$ cat src/rtl/btree_noc_pkg.sv
// Shared BTree NoC definitions: arbiter state encoding, default flit width
// and a constant-sizing helper used by the switch blocks.
package btree_noc_pkg;

  localparam int DATA_W = 32;
  localparam int ADDR_W = 2;
  localparam int FLIT_W = DATA_W + ADDR_W;

  typedef enum logic {
    ARB_IDLE  = 1'b0,
    ARB_GRANT = 1'b1
  } arb_state_e;

  // Bits needed to index 'value' distinct items (0 for value <= 1).
  function automatic int clog2(input int value);
    int result;
    result = 0;
    for (int i = 0; i < 31; i++) begin
      if ((1 << i) < value) result = i + 1;
    end
    return result;
  endfunction

endpackage

$ cat src/rtl/btree_link_arbiter_rr_pick.sv
// Combinational round-robin picker: first requester at or after ptr,
// searching upward with wrap-around.
module rr_pick
  import btree_noc_pkg::*;
#(
  parameter int NumIn = 3,
  parameter int IdxW  = clog2(NumIn)
) (
  input  logic [NumIn-1:0] req,
  input  logic [IdxW-1:0]  ptr,
  output logic [NumIn-1:0] grant,
  output logic [IdxW-1:0]  idx,
  output logic             any
);

  int              cand;
  logic [IdxW-1:0] cand_idx;

  always_comb begin
    idx      = '0;
    any      = 1'b0;
    grant    = '0;
    cand     = 0;
    cand_idx = '0;
    for (int i = 0; i < NumIn; i++) begin
      cand = int'(ptr) + i;
      if (cand >= NumIn) cand = cand - NumIn;
      cand_idx = IdxW'(cand);
      if (!any && req[cand_idx]) begin
        any             = 1'b1;
        idx             = cand_idx;
        grant           = '0;
        grant[cand_idx] = 1'b1;
      end
    end
  end

endmodule

$ cat src/rtl/btree_link_arbiter.sv
// Output-link arbiter for one BTree switch port: round-robin grants bounded
// by a burst limit, feeding a registered valid/ready output stage.
module btree_link_arbiter
  import btree_noc_pkg::*;
#(
  parameter int DataWidth = FLIT_W,
  parameter int NumIn     = 3,
  parameter int MaxBurst  = 4
) (
  input  logic                       i_sclk,
  input  logic                       i_reset,
  input  logic [NumIn*DataWidth-1:0] i_data,
  input  logic [NumIn-1:0]           i_data_valid,
  output logic [NumIn-1:0]           o_data_ready,
  output logic [DataWidth-1:0]       o_data,
  output logic                       o_data_valid,
  input  logic                       i_data_ready,
  output logic [NumIn-1:0]           o_grant
);

  localparam int IdxW = clog2(NumIn);
  localparam int CntW = clog2(MaxBurst + 1);
  localparam logic [IdxW-1:0] LAST_IDX = IdxW'(NumIn - 1);
  localparam logic [CntW-1:0] LAST_CNT = CntW'(MaxBurst - 1);

  arb_state_e           state_reg;
  logic [IdxW-1:0]      gnt_reg;
  logic [IdxW-1:0]      rr_ptr_reg;
  logic [CntW-1:0]      burst_cnt_reg;
  logic [DataWidth-1:0] o_data_reg;
  logic                 o_data_valid_reg;
  logic [NumIn-1:0]     o_grant_reg;

  logic [DataWidth-1:0] in_word [NumIn];
  logic [NumIn-1:0]     pick_onehot;
  logic [IdxW-1:0]      pick_idx;
  logic                 pick_any;
  logic                 granted;
  logic                 out_rdy;
  logic                 gnt_valid;
  logic                 in_xfer;
  logic                 release_now;

  assign granted   = (state_reg == ARB_GRANT);
  assign out_rdy   = !o_data_valid_reg || i_data_ready;
  assign gnt_valid = i_data_valid[gnt_reg];
  assign in_xfer   = granted && gnt_valid && out_rdy;
  // A granted source dropping valid releases even while the output is stalled.
  assign release_now = granted && (!gnt_valid || (in_xfer && burst_cnt_reg == LAST_CNT));

  genvar gi;
  generate
    for (gi = 0; gi < NumIn; gi++) begin : g_in
      assign in_word[gi]      = i_data[gi*DataWidth +: DataWidth];
      assign o_data_ready[gi] = granted && (gnt_reg == IdxW'(gi)) && out_rdy;
    end
  endgenerate

  rr_pick #(
    .NumIn(NumIn),
    .IdxW (IdxW)
  ) u_pick (
    .req  (i_data_valid),
    .ptr  (rr_ptr_reg),
    .grant(pick_onehot),
    .idx  (pick_idx),
    .any  (pick_any)
  );

  always_ff @(posedge i_sclk) begin
    if (i_reset) begin
      state_reg        <= ARB_IDLE;
      gnt_reg          <= '0;
      rr_ptr_reg       <= '0;
      burst_cnt_reg    <= '0;
      o_data_reg       <= '0;
      o_data_valid_reg <= 1'b0;
      o_grant_reg      <= '0;
    end else begin
      if (in_xfer) begin
        o_data_reg       <= in_word[gnt_reg];
        o_data_valid_reg <= 1'b1;
      end else if (i_data_ready) begin
        o_data_valid_reg <= 1'b0;
      end

      case (state_reg)
        ARB_IDLE: begin
          if (pick_any) begin
            state_reg     <= ARB_GRANT;
            gnt_reg       <= pick_idx;
            o_grant_reg   <= pick_onehot;
            burst_cnt_reg <= '0;
          end
        end
        ARB_GRANT: begin
          if (release_now) begin
            state_reg   <= ARB_IDLE;
            o_grant_reg <= '0;
            rr_ptr_reg  <= (gnt_reg == LAST_IDX) ? '0 : gnt_reg + 1'b1;
          end else if (in_xfer) begin
            burst_cnt_reg <= burst_cnt_reg + 1'b1;
          end
        end
        default: state_reg <= ARB_IDLE;
      endcase
    end
  end

  assign o_data       = o_data_reg;
  assign o_data_valid = o_data_valid_reg;
  assign o_grant      = o_grant_reg;

endmodule
$ cat config.mk
export PLATFORM = sky130hd
export DESIGN_NAME = btree_link_arbiter
export DESIGN_NICKNAME = d
export VERILOG_FILES = /design/src/rtl/btree_noc_pkg.sv /design/src/rtl/btree_link_arbiter_rr_pick.sv /design/src/rtl/btree_link_arbiter.sv
export SDC_FILE = /design/constraint.sdc
export NUM_CORES = 1
export LEC_CHECK = 0
export ABC_AREA = 1
export ABC_CLOCK_PERIOD_IN_PS = 2200
export CAP_MARGIN = 5
export CORE_ASPECT_RATIO = 1.75
export CORE_MARGIN = 8
export CORE_UTILIZATION = 39
export CTS_CLUSTER_DIAMETER = 50
export DETAILED_ROUTE_END_ITERATION = 8
export PLACE_DENSITY = 0.91
export SLEW_MARGIN = 25
export SYNTH_ARGS = -nofsm -noshare
export SYNTH_HDL_FRONTEND = slang
export SYNTH_HIERARCHICAL = 1
export SYNTH_SLANG_ARGS = --single-unit
export TNS_END_PERCENT = 10
$ cat constraint.sdc
create_clock -name i_sclk -period 2.2 [get_ports i_sclk]
set_clock_uncertainty 0.05 [all_clocks]
set_input_delay 0.22 -clock i_sclk [delete_from_list [all_inputs] [get_ports i_sclk]]
set_output_delay 0.22 -clock i_sclk [all_outputs]
set_load 0.05 [all_outputs]
==> out/qor.yml <==
setup_path:
  setup.worst_path.start: "rr_ptr_reg[0]"
  cp.required_ps: 2300
  worst_path_dominant_cell_family: "simple AND/OR/NAND/NOR gates"
  crit_slowest_cell: "ha_2"
  cp-start-kind: "flop"
  critPathArrivalTime_ps: 2160
  crit_chain: "inv_1 -> ha_2 -> inv_2 -> nand2_1 -> nand3_1 -> nand2_1 -> nand2_1 -> or2_1 -> nand2_2 -> inv_1 -> nand2_1 -> a21oi_1"
  cp-end-kind: "flop"
  critPathBufInv: 3
  r2r_start: "rr_ptr_reg[0]"
  path_class: "flop to flop"
  cp_common_cell: "nand2_1"
  worstPathMaxFanout: 12
  max_stage_delay_ps: 400
layout:
  area_growth_pct: 62.2
  seqCellArea_um2: 921
  multi_input_area_um2: 1580
  final.fill_count: 588
  diodes: 0
  largest_reg_flops: 34
  final_cell_mix: "clkdlybuf4s50_1 (145), nand2_1 (136), nand3_1 (52)"
  drive_gt1_share_pct: 7.28
  final_common_cell: "clkdlybuf4s50_1"
  fin_nets: 690
sta:
  relSlewSlack_pct: 42.0
  hold_viol: 0
  fmax_ghz: 0.485
  holdWs_ps: 429
  grt_setup_unrepaired: "false"
  finalSetupViolCount: 0
  final_max_slew_viol_count: 0
  tightest_slew_ps: 869
  fin_crit_sh_pct: 93.7
  fin_crit_ps: 2060
power:
  total_leakage_power_nw: 1.85
  powerDensity_nw_per_um2: 1240
  power_mw: 5.54
  ir_worst_vdd_mv: 0.532
placed_design:
  gp_congestion: 0.873
  dp_hpwl_mm: 7.91
  port_buffers: 148
drt:
  wl_met1_mm: 3.51
  wl_per_cell_um: 15.2
  dr.max_layer_used: "met4"
  dr.first_iter.drc_count: 172
  ant_nets: 0
  vias_per_cell: 5.14
  vias: 3395
  wl_met2_mm: 5.40
  wl_met3_um: 691
  drcViolationCount: 0
  wl_mm: 10.1
  dr.pass1.iters: 4
grt:
  grt_pass1_vias: 3504
  grt_usage_pct: 19.1
  grt_pass1_wl_mm: 15.8
  grt-ovfl-total: 0
  grt_antenna_before_repair: 0
  grt_max_degree: 40
floorplan:
  ios: 149
  die-area_um2: 10100
  core_area_um2: 6860
  die_h_um: 127
  die_w_um: 79.6
  initial_utilization_pct: 40.2
  core.rowCount: 40
logic_synthesis:
  synth_warnings: 6
  netlist_instances: 438
  synth_top_area_share_pct: 33.4
  seq_area_frac_synth_pct: 33.4
  synth_area_leader_cell: "dfxtp_1"
  synth_area_leaders: "dfxtp_1 (33%), nand2_1 (19%), nand3_1 (9.4%)"
  synth_area_per_cell_um2: 6.30
  synth_cell_type_count: 25
  syn-cell-area_um2: 2760
  synth-seq-cells: 46
  synth_nets: 552
clocking:
  h-tree-depth: 2
  cts.path.max_buffers: 2
  tritoncts: "built"
  cts.sinks: 46
  clk_pin_slew_ps: 60
  cts-root-buf: "clkbuf_16"
  tritoncts.num_buffers: 5
  ctsHoldBuffers: 0
  insertion_delay_ps: 280
hold_path:
  min_path_type: "flop to flop"
  hold_start: "granted"
outcome:
  outcome: "complete, no violations"
flow_run:
  maxCapViolCount: 0
## path summary, 6_finish.rpt
| path | end | slack, ps | cells past startpoint |
|---|---|---|---|
| worst min-delay path | granted | 430 | 2 |
| worst min register to register | granted | 430 | 2 |
| worst max-delay path | o_grant[0] | 140 | 12 |
| worst max register to register | o_grant[0] | 140 | 12 |
## cell usage after synthesis (all sizes together)
library cell	n
nand2	140
nand3	55
ha	6
clkbuf	5
nand4	2
nor3	2
buf	22
nor2	45
dfxtp	46
clkinv	1
or2	1
a21oi	44
o21ai	40
o31ai	1
inv	28
## what timing repair did
item | in CTS | in global routing
resized for setup | 0 | 2
endpoints found under the hold margin | 0 | 0
setup endpoints to repair | 0 | 8
setup buffers | 0 | 0
## layout make-up
class / instances / area share, %
clock buffer: 6 / 2.88
multi-input combinational: 337 / 35.3
timing repair buffer: 157 / 35.6
clock inverter: 2 / 0.839
inverter: 29 / 2.43
tap: 84 / 2.35
sequential: 46 / 20.6
## per-stage QoR
step | cells | setup slack [ps] | setup TNS [ps] | instance area, µm² | utilization [%]
global placement | 652 | 131 | 0 | 4300 | 62.6
CTS | 660 | 6.42 | 0 | 4460 | 65.1
detailed placement | 652 | 16.4 | 0 | 4300 | 62.6
floorplan | 438 | -341 | -682 | 2760 | -
finish | 661 | 139 | 0 | 4470 | 65.2
global route | 661 | 8.61 | 0 | 4470 | 65.2
## logic make-up (layout without fill, tap and decap cells)
group / count (synthesis) / after routing / synth area share (%)
AND/OR/NAND/NOR: 245 / 246 / 37.7
buffers and inverters: 56 / 194 / 9.98
flip-flops: 46 / 46 / 33.4
adder cells (fa/ha/maj): 6 / 6 / 2.72
AO/OA/AOI/OAI: 85 / 85 / 16.2
## power breakdown
| part | switching (mW) | internal (mW) | total [mW] |
|---|---|---|---|
| combinational | 2.24 | 1.20 | 3.44 |
| clock | 0.304 | 0.536 | 0.840 |
| sequential | 0.167 | 1.09 | 1.26 |
## routing by layer
metal	vias up	GRT usage [%]
met2	138	36.0
met1	1528	17.1
met5	-	0
li1	1693	-
met4	0	11.4
met3	36	5.06
## worst min-delay path, delay by kind of cell, from the launching register on
family,cells,cell delay [ps]
flops,1,320
simple gates,1,60
compound gates,1,50
Power figures use the tool's default switching activity.
